$ cat config.mk
export PLATFORM = sky130hd
export DESIGN_NAME = entrada_serial_4bits
export DESIGN_NICKNAME = d
export VERILOG_FILES = /design/src/rtl/entrada_serial_4bits_pkg.sv /design/src/rtl/entrada_serial_4bits_filtro.sv /design/src/rtl/entrada_serial_4bits.sv
export SDC_FILE = /design/constraint.sdc
export NUM_CORES = 1
export LEC_CHECK = 0
export ABC_AREA = 1
export CAP_MARGIN = 5
export CORE_ASPECT_RATIO = 0.8
export CORE_MARGIN = 5
export CORE_UTILIZATION = 50
export CTS_CLUSTER_SIZE = 8
export DETAILED_ROUTE_END_ITERATION = 10
export PLACE_DENSITY_LB_ADDON = 0.25
export SLEW_MARGIN = 20
export SYNTH_ARGS = -nofsm -noshare
export SYNTH_HDL_FRONTEND = slang
export SYNTH_SLANG_ARGS = --single-unit
$ cat constraint.sdc
create_clock -name clk_2 -period 1.33 [get_ports clk_2]
set_input_delay 0.1995 -clock clk_2 [delete_from_list [all_inputs] [get_ports clk_2]]
set_output_delay 0.1995 -clock clk_2 [all_outputs]
set_load 0.03 [all_outputs]
$ cat src/rtl/entrada_serial_4bits_pkg.sv
// Shared types and default constants for the serial switch input stage.
package entrada_pkg;

    typedef enum logic [1:0] {
        IDLE    = 2'd0,
        COLLECT = 2'd1,
        DONE    = 2'd2
    } estado_t;

    localparam int NBITS_REG_DFLT       = 4;
    localparam int DEBOUNCE_CYCLES_DFLT = 3;

endpackage

$ cat src/rtl/entrada_serial_4bits_filtro.sv
// Strobe conditioner: 2-flop synchronizer, stability-count debounce and
// rising-edge detect of the debounced level.
module filtro_debounce
    import entrada_pkg::*;
#(
    parameter int DEBOUNCE_CYCLES = DEBOUNCE_CYCLES_DFLT
) (
    input  logic clk_2,
    input  logic reset,
    input  logic din,
    output logic dout,
    output logic rise
);

    logic [1:0] r_sync;
    logic [3:0] r_cnt;
    logic       r_db;
    logic       w_s;
    logic       w_diff;
    logic       w_hit;

    assign w_s    = r_sync[1];
    assign w_diff = (w_s != r_db);
    // The edge that would bring the counter to DEBOUNCE_CYCLES accepts the level.
    assign w_hit  = w_diff && (r_cnt == 4'(DEBOUNCE_CYCLES - 1));

    // Bring the raw switch into the clk_2 domain.
    always_ff @(posedge clk_2 or negedge reset) begin
        if (!reset) r_sync <= 2'b00;
        else        r_sync <= {r_sync[0], din};
    end

    // Count consecutive samples that disagree with the accepted level.
    always_ff @(posedge clk_2 or negedge reset) begin
        if (!reset) begin
            r_cnt <= 4'd0;
            r_db  <= 1'b0;
        end else if (!w_diff) begin
            r_cnt <= 4'd0;
        end else if (w_hit) begin
            r_cnt <= 4'd0;
            r_db  <= w_s;
        end else begin
            r_cnt <= r_cnt + 4'd1;
        end
    end

    assign dout = r_db;
    // Combinational: true in the cycle whose closing edge takes the level 0->1.
    assign rise = w_hit && w_s;

endmodule

$ cat src/rtl/entrada_serial_4bits.sv
// Serial word assembler: one data bit per debounced strobe rise, MSB first,
// with a one-cycle valid pulse when a full word lands on data_out.
module entrada_serial_4bits
    import entrada_pkg::*;
#(
    parameter int NBITS_REG       = NBITS_REG_DFLT,
    parameter int DEBOUNCE_CYCLES = DEBOUNCE_CYCLES_DFLT,
    parameter int CNT_W           = $clog2(NBITS_REG + 1)
) (
    input  logic                 clk_2,
    input  logic                 reset,
    input  logic                 serial_in,
    input  logic                 strobe_in,
    input  logic                 clear,
    output logic [NBITS_REG-1:0] data_out,
    output logic                 valid_out,
    output logic [CNT_W-1:0]     bit_count,
    output logic                 busy
);

    logic [1:0]           r_ser_sync;
    logic                 w_serial_s;
    logic                 w_strobe_db;
    logic                 w_shift_evt;

    estado_t              r_estado, w_nxt_estado;
    logic [NBITS_REG-1:0] r_shift, w_nxt_shift;
    logic [NBITS_REG-1:0] r_data, w_nxt_data;
    logic [CNT_W-1:0]     r_cnt, w_nxt_cnt;
    logic                 r_valid, w_nxt_valid;
    logic [NBITS_REG-1:0] w_shifted;
    logic [NBITS_REG-1:0] w_first;

    filtro_debounce #(
        .DEBOUNCE_CYCLES(DEBOUNCE_CYCLES)
    ) u_filtro_strobe (
        .clk_2 (clk_2),
        .reset (reset),
        .din   (strobe_in),
        .dout  (w_strobe_db),
        .rise  (w_shift_evt)
    );

    // Data switch only needs metastability protection; the strobe qualifies it.
    always_ff @(posedge clk_2 or negedge reset) begin
        if (!reset) r_ser_sync <= 2'b00;
        else        r_ser_sync <= {r_ser_sync[0], serial_in};
    end
    assign w_serial_s = r_ser_sync[1];

    // Shift expressions written so that a 1-bit word also elaborates.
    assign w_shifted = (r_shift << 1) | NBITS_REG'(w_serial_s);
    assign w_first   = NBITS_REG'(w_serial_s);

    // State and datapath registers.
    always_ff @(posedge clk_2 or negedge reset) begin
        if (!reset) begin
            r_estado <= IDLE;
            r_shift  <= '0;
            r_data   <= '0;
            r_cnt    <= '0;
            r_valid  <= 1'b0;
        end else begin
            r_estado <= w_nxt_estado;
            r_shift  <= w_nxt_shift;
            r_data   <= w_nxt_data;
            r_cnt    <= w_nxt_cnt;
            r_valid  <= w_nxt_valid;
        end
    end

    // Next-state: collect bits, complete the word, then apply clear last so it wins.
    always_comb begin
        w_nxt_estado = r_estado;
        w_nxt_shift  = r_shift;
        w_nxt_data   = r_data;
        w_nxt_cnt    = r_cnt;
        w_nxt_valid  = 1'b0;
        case (r_estado)
            // DONE behaves like IDLE so a rise during the pulse starts the next word.
            IDLE, DONE: begin
                w_nxt_estado = IDLE;
                if (w_shift_evt) begin
                    w_nxt_shift = w_first;
                    if (NBITS_REG == 1) begin
                        w_nxt_data   = w_first;
                        w_nxt_cnt    = '0;
                        w_nxt_estado = DONE;
                        w_nxt_valid  = 1'b1;
                    end else begin
                        w_nxt_cnt    = CNT_W'(1);
                        w_nxt_estado = COLLECT;
                    end
                end
            end
            COLLECT: begin
                if (w_shift_evt) begin
                    w_nxt_shift = w_shifted;
                    if (r_cnt == CNT_W'(NBITS_REG - 1)) begin
                        w_nxt_data   = w_shifted;
                        w_nxt_cnt    = '0;
                        w_nxt_estado = DONE;
                        w_nxt_valid  = 1'b1;
                    end else begin
                        w_nxt_cnt    = r_cnt + CNT_W'(1);
                    end
                end
            end
            default: w_nxt_estado = IDLE;
        endcase
        if (clear) begin
            w_nxt_shift  = '0;
            w_nxt_cnt    = '0;
            w_nxt_data   = r_data;
            w_nxt_estado = IDLE;
            w_nxt_valid  = 1'b0;
        end
    end

    // A rise can only be reported while the accepted strobe level is still low.
    assert property (@(posedge clk_2) disable iff (!reset) w_shift_evt |-> !w_strobe_db);

    assign data_out  = r_data;
    assign valid_out = r_valid;
    assign bit_count = r_cnt;
    assign busy      = (r_cnt != '0);

endmodule

**Word-level counts from Yosys, hierarchy flattened**

Cells that the tools add are included.

- Memory bits (read-only): 0
- Bits in writable memories: 0
- Latch bits: 0
- Register bits after elaboration: 22
- Output and inout bits: 9
- Bits of input ports: 5
- Word-level logic and storage cells: 51
- Memories kept: 0

- Bitwise logic cells: 2
- Reductions and logical operators: 10
- $add $sub $neg: 2
- Shifts and indexed selects: 0
- Mux-type cells: 20
- Equal/unequal tests: 8
- Order comparisons: 0
- Multipliers: 0
- Div/mod/pow operators: 0

Operators with widths:

| operator | number |
|---|---|
| $mux W3 | 7 |
| $pmux W3 S2 | 2 |
| $mux W4 | 2 |
| $mux W2 | 3 |
| $ne A3 B2 Y1 const B | 2 |
| $reduce_bool A3 Y1 | 2 |
| $mux W1 | 5 |
| $add A4 B1 Y4 const B | 1 |
| $eq A4 B2 Y1 const B | 1 |
| $or A4 B1 Y4 | 1 |
| $pmux W2 S2 | 1 |
| $reduce_and A2 Y1 | 2 |
| $reduce_and A4 Y1 | 1 |
| $add A3 B1 Y3 const B | 1 |
| $eq A3 B2 Y1 const B | 1 |
| $ne A3 B3 Y1 const B | 1 |
| $reduce_and A3 Y1 | 1 |
| $eq A2 B1 Y1 const B | 1 |
| $eq A2 B2 Y1 const B | 1 |
| $logic_and A1 B1 Y1 | 2 |
| $logic_not A2 Y1 | 1 |
| $reduce_or A2 Y1 | 1 |
| $ne A1 B1 Y1 | 1 |
| $not A1 Y1 | 1 |

**Logic depth before layout (Yosys ltp)**

Gate-level depths: netlist of run 1.

- Depth in word-level cells: 6
- Mapped depth: 7
- Mapped depth without buffers: 7

**Modules after synthesis**

Synthesis of run 1 repeated with hierarchy kept, for this count alone.

- Cell total of the unflattened synthesis: 111
- Area, all modules: 1008.5 um^2

By module, submodules not included:

| module | sequential area each (um^2) | area each (um^2) | times used | cells an instance |
|---|---|---|---|---|
| entrada_serial_4bits | 375.4 | 685.7 | 1 | 80 |
| filtro_debounce | 175.2 | 322.8 | 1 | 31 |

**Worst setup path after synthesis of run 1**

No wires, ideal clock.

- Kind: reg-to-reg
- From: register r_cnt[1], in the netlist bit_count[1]
- To: register r_data[0], in the netlist data_out[0]
- Setup slack: 0.037 ns
- Clock period less this slack: 1.293 ns
- Library setup time: 0.118 ns
- Buffers on the path: 0
- Arrival time: 1.175 ns
- Stages on the path, launching flop included: 7
- Data required time: 1.212 ns
- Cell sequence: dfrtp_1 > ha_1 > nand2_1 > inv_1 > nand3_4 > nand2_1 > nand2_1

- Word-level cells in the longest chain between the ends: 2

RTL lines:

| what | line | RTL |
|---|---|---|
| from (decl) | entrada_serial_4bits.sv:29 | `logic [CNT_W-1:0] r_cnt, w_nxt_cnt;` |
| from (signal assigned) | entrada_serial_4bits.sv:67 | `r_cnt <= w_nxt_cnt;` |
| $eq A3 B2 Y1 | entrada_serial_4bits.sv:99 | `if (r_cnt == CNT_W'(NBITS_REG - 1)) begin` |
| $reduce_and A4 Y1 (no line) | n/a |  |
| to (signal assigned) | entrada_serial_4bits.sv:66 | `r_data <= w_nxt_data;` |
| to (decl) | entrada_serial_4bits.sv:28 | `logic [NBITS_REG-1:0] r_data, w_nxt_data;` |

Every way passes these cells.
A chain may end at the register's enable or synchronous reset.

**Worst setup path in the final report of run 1**

- From: register r_cnt[0], in the netlist bit_count[0]
- To: output busy

- Word-level cells in the longest chain between the ends: 1

RTL lines:

| what | line | RTL |
|---|---|---|
| $reduce_bool A3 Y1 | entrada_serial_4bits.sv:126 | `assign busy = (r_cnt != '0);` |
| to (decl) | entrada_serial_4bits.sv:18 | `output logic busy` |

Every way passes these cells.

==> reports/qor.yml, run 1 <==
status: "finished with violations"
violations: "negative setup slack"
reg2reg_slack_ps: 30
final_common_cell: "nand2_1"
cts_root_buffer: "clkbuf_4"
end_kind: "output port"
cts_tree: "done"
worstMarginPinSlew_ps: 459
tns_ps: -23.0
yosysUniqueCellTypes: 21
nets: 139
critPathRequiredTime_ps: 1130
drt_wl_total_um: 1970
period_needed_ps: 1340
fin_area_um2: 1280
max-clock-path-buffers: 2
clock_latency_ps: 310
skew_ps: 10.5
antenna_found_initial: 0
peakVddDrop_v: 0.000949
cap_violations: 0
via_per_inst: 5.09
path_clk_slew_ps: 110
worstSetupPathType: "reg2out"
critPathArrivalTime_ps: 1140
finalSetupViolations: 2
pwr_density_cell_nw_per_um2: 1310
relSlewSlack_pct: 69.1
regArea_um2: 551
synth_nets: 112
syn_inst: 103
report.final.slew_viol_count: 0
grt_pass1_vias: 745
ys_seq_area_share_pct: 54.8
rsz0062_at_grt: "yes"
drt_iter0_drc: 26
coreArea_um2: 1890
slowest_stage: "dfrtp_1"
ys_warn_count: 0
slowest_delay_ps: 440
fillers: 152
die_w_um: 60.1
avgSynthCellArea_um2: 9.75
wire_per_inst_um: 13.0
place_area_um2: 1190
hold_path.class: "in2async"
cts_buffers: 3
die_h_um: 50.1
synthToLayoutAreaGrowth_pct: 27.4
mostFrequentLayoutCells: "nand2_1, dfrtp_1, nand3_1, inv_1, buf_4"
drive_gt1_share_pct: 24.2
placementRows: 14
track_usage_pct: 15.0
grt-ovfl-total: 0
worstPathMaxFanout: 4
synth_area_um2: 1000
hold_viol_final: 0
htreeDepth: 1
io_buffers: 13
diodes: 0
worstSetupStartpointType: "flip-flop"
gp_congestion: 0.865
ios: 14
dp_hpwl_um: 1480
fmax_ghz: 0.745
worst_slack_ps: -13.1
fp.dieArea_um2: 3010
initial_core_util_pct: 53.1
grt_max_degree: 23
leakage_uw: 0.000681
multi_input_area_um2: 439
grt_pass1_wl_um: 3340
vias: 774
drc: 0
crit_chain: "inv_2 > ha_4 > nand2_2 > buf_6"
cts.sinks: 22
synth-seq-cells: 22
min_period_over_period_pct: 101
drtAntennaViolNets: 0
first_pass_iters: 4
==> cell type report <==
class	instances	area share [%]
multi-input combinational	68	34.3
timing repair buffer	22	14.8
sequential	22	43.0
tap	24	2.35
inverter	13	3.81
clock buffer	3	1.76
==> cells by family after synthesis <==
kind of cell	Yosys count	share of synthesized area, %
AND/OR/NAND/NOR	59	32.1
XOR/XNOR	2	1.74
AO/OA/AOI/OAI	3	1.49
adder cells (fa/ha/maj)	4	4.98
flip-flops	22	54.8
buffers and inverters	13	4.86
==> cell usage after synthesis, drive strengths merged <==
library cell / n / share of area (%)
o21ai: 2 / 1.0
xnor2: 1 / 0.87
clkinv: 1 / 0.37
xor2: 1 / 0.87
nand4: 6 / 4.4
nor3b: 1 / 0.75
a21oi: 1 / 0.50
nand2: 29 / 12
dfrtp: 22 / 55
ha: 4 / 5.0
nand3b: 1 / 0.75
nand3: 11 / 6.7
nor2: 11 / 7.7
inv: 12 / 4.5
==> state kept, by name (all words and copies together), names as in the netlist <==
signal and cells:
bit_count 3, data_out 4, r_estado 2, r_ser_sync 2
r_shift 3, u_filtro_strobe.dout 1, u_filtro_strobe.r_cnt 4, u_filtro_strobe.r_sync 2
valid_out 1
==> report_power, final <==
group | internal (uW) | total (uW) | switching [uW]
combinational | 246 | 570 | 324
sequential | 745 | 820 | 75.5
clock | 106 | 289 | 183
==> worst max-delay path, delay by kind of cell, from the launching register on <==
kind	cells	cell delay [ps]
adders and majority gates	1	150
buffers and inverters	2	190
DFF	1	440
and+or+nand+nor	1	50
==> through the flow <==
stage,instances,hold WS (ps),power (uW),setup WS (ps),util (%)
after floorplan,103,-96.1,1140,37.0,-
after global placement,144,333,1270,-19.5,63.0
after detailed placement,144,342,1300,-97.0,63.0
after CTS,151,234,1630,-49.1,65.8
after global routing,152,245,1790,-72.0,67.7
final,152,222,1680,-13.1,67.7
==> worst paths after layout <==
| path | from | end | cells past startpoint |
|---|---|---|---|
| worst max-delay path | bit_count[0] | busy | 4 |
| worst min-delay path | reset | data_out[2] | 2 |
| worst max register to register | bit_count[0] | bit_count[0] | 9 |
| worst min register to register | u_filtro_strobe.r_sync[0] | u_filtro_strobe.r_sync[1] | 0 |
| max in group asynchronous | reset | u_filtro_strobe.r_cnt[0] | 2 |
| min in group clk_2 | serial_in | r_ser_sync[0] | 1 |
==> layer usage <==
metal	vias to the layer above	GRT usage (%)	routed length (um)
met2	22	23.9	950
met5	-	0	0
met1	368	19.3	850
met3	5	4.70	145
met4	0	4.43	23
li1	379	-	-
==> what timing repair did <==
action | in CTS | in global routing
gates resized for setup | 12 | 12
hold endpoints to repair | 0 | 0
cloned | 0 | 0
endpoints found under the setup margin | 9 | 12
setup buffers | 4 | 1
pin swaps | 2 | 0
hold buffers | 0 | 0
Power figures use the tool's default switching activity.
==> run 2, diff against run 1 <==
--- a/config.mk
+++ b/config.mk
@@ -13,6 +13,7 @@
 export CTS_CLUSTER_SIZE = 8
 export DETAILED_ROUTE_END_ITERATION = 10
 export PLACE_DENSITY_LB_ADDON = 0.25
+export RECOVER_POWER = 100
 export SLEW_MARGIN = 20
 export SYNTH_ARGS = -nofsm -noshare
 export SYNTH_HDL_FRONTEND = slang
==> run 2 against run 1 <==
  * The run still ends with negative setup slack left
  * Via count up 0.78%
  * Non-clock buffer count stayed put
  * Critical path depth unchanged
  * First-iteration DRC count is the same
  * Worst setup slack about the same
  * Highest routed layer unchanged
  * Critical endpoint unchanged
  * Register-to-register slack about the same
  * Clock skew grew 0.80 ps
==> reports/qor.yml, run 2 (synthesis results as in run 1) <==
hold_path_startpoint: "u_filtro_strobe.r_sync[0]"
fp.dieArea_um2: 3010  # unchanged
worstSetupStartpointType: "flip-flop"
htreeDepth: 1  # unchanged
cts_tree: "done"
worstPathMaxFanout: 4  # unchanged
vias: 780  # +0.78%
end_kind: "output port"
diodes: 0  # unchanged
critPathArrivalTime_ps: 1140  # about the same
total_power_uw: 1650  # -1.8%
regArea_um2: 551  # unchanged
reg2reg_to: "bit_count[0]"
first_pass_iters: 4  # unchanged
rsz0062_at_grt: "yes"
nets: 139  # unchanged
violations: "negative setup slack"
final_common_cell: "nand2_1"
via_per_inst: 5.13  # +0.78%
drc: 0  # unchanged
relSlewSlack_pct: 64.6  # -4.5 points
initial_core_util_pct: 53.1  # unchanged
io_buffers: 13  # unchanged
dpl.cell_count: 144  # unchanged
min_period_over_period_pct: 101  # about the same
cts_hold_buf: 0  # unchanged
fillers: 154  # +1.3%
antenna_found_initial: 0  # unchanged
status: "finished with violations"
clock_latency_ps: 310  # about the same
skew_ps: 11.3  # +0.803 ps
drive_gt1_share_pct: 23.4  # -0.78 points
dp_hpwl_um: 1480  # unchanged
period_needed_ps: 1340  # -0.324 ps
mostFrequentLayoutCells: "nand2_1, dfrtp_1, nand3_1, inv_1, buf_4"
grt_pass1_wl_um: 3340  # unchanged
ios: 14  # unchanged
finalSetupViolations: 2  # unchanged
grt-ovfl-total: 0  # unchanged
cts_buffers: 3  # unchanged
pwr_density_cell_nw_per_um2: 1300  # -0.60%
synthToLayoutAreaGrowth_pct: 25.9
worst_slack_ps: -12.8  # +0.324 ps
hold_viol_final: 0  # unchanged
track_usage_pct: 15.0  # unchanged
reg2reg_slack_ps: 30  # about the same
report.final.slew_viol_count: 0  # unchanged
hold-path-cell-count: 0
leakage_uw: 0.000681  # about the same
cts_root_buffer: "clkbuf_4"
critPathRequiredTime_ps: 1130  # about the same
die_w_um: 60.1  # unchanged
fmax_ghz: 0.745  # about the same
placementRows: 14  # unchanged
whs_endpoint: "u_filtro_strobe.r_sync[1]"
cap_violations: 0  # unchanged
hold_path.class: "reg2reg"
worstSetupPathType: "reg2out"
r2r_cells: 9  # unchanged
max-clock-path-buffers: 2  # unchanged
coreArea_um2: 1890  # unchanged
timing.rr.start: "bit_count[0]"
grt_max_degree: 23  # unchanged
hold_ws_ps: 359  # +137 ps
drt_iter0_drc: 26  # unchanged
multi_input_area_um2: 427  # -2.8%
peakVddDrop_v: 0.000842  # -11%
drtAntennaViolNets: 0  # unchanged
grt_pass1_vias: 745  # unchanged
fin_util_pct: 66.9  # -0.79 points
drt_wl_total_um: 1990  # +1.2%
worstMarginPinSlew_ps: 531  # +71.7 ps
cts.sinks: 22  # unchanged
final_cells: 152  # unchanged
wire_per_inst_um: 13.1  # +1.2%
gp_congestion: 0.865  # unchanged
die_h_um: 50.1  # unchanged
path_clk_slew_ps: 110  # about the same
[run 2: cell types whose count changed in the layout (fill, tap and decap cells not counted)]
cell / delta
clkdlybuf4s50_1: -3
dlygate4sd3_1: +3
clkbuf_2: +1
buf_4: -1
ha_4: -1
ha_1: +1
[run 2: area by class of cell]
type                       instances  share of cell area [%]
clock buffer                       3                    1.78
inverter                          13                    3.86
multi-input combinational         68                    33.7
sequential                        22                    43.5
tap                               24                    2.37
timing repair buffer              22                    14.7
[run 2: through the flow]
stage | instance area (um2) | setup slack, ps | TNS (ps)
2_1_floorplan | 1000 | 37.0 | 0
3_3_place_gp | 1190 | -19.5 | -49.0
3_5_place_dp | 1190 | -97.0 | -398
4_1_cts | 1240 | -49.1 | -67.3
5_1_grt | 1260 | -72.0 | -374
6_report | 1260 | -12.8 | -22.4
[run 2: critical path, stage by stage, from the launching register on]
cell	delay, ps
dfrtp_1	440
inv_2	70
ha_4	150
nand2_2	50
buf_6	120
[run 2: where the power goes]
group / total, uW / internal (uW) / switching, uW
sequential: 815 / 745 / 69.8
combinational: 544 / 225 / 319
clock: 291 / 106 / 185
[run 2: worst max-delay path by stage]
stage,from,to,slack [ps]
final,bit_count[0],busy,-10
after CTS,bit_count[0],busy,-50
after floorplan,bit_count[1],data_out[0],40
after global placement,clear,r_shift[0],-20
after detailed placement,clear,r_estado[0],-100
after global routing,bit_count[0],busy,-70
[run 2: timing repair]
action,4_1_cts,5_1_grt
setup buffers,4,1
setup endpoints to repair,9,12
gates resized for setup,12,12
pin swaps,2,0
[run 2: routing by layer]
metal,global-route usage (%),wire (um)
met1,19.3,856
met3,4.70,172
met2,23.9,945
met4,4.43,18
met5,0,0
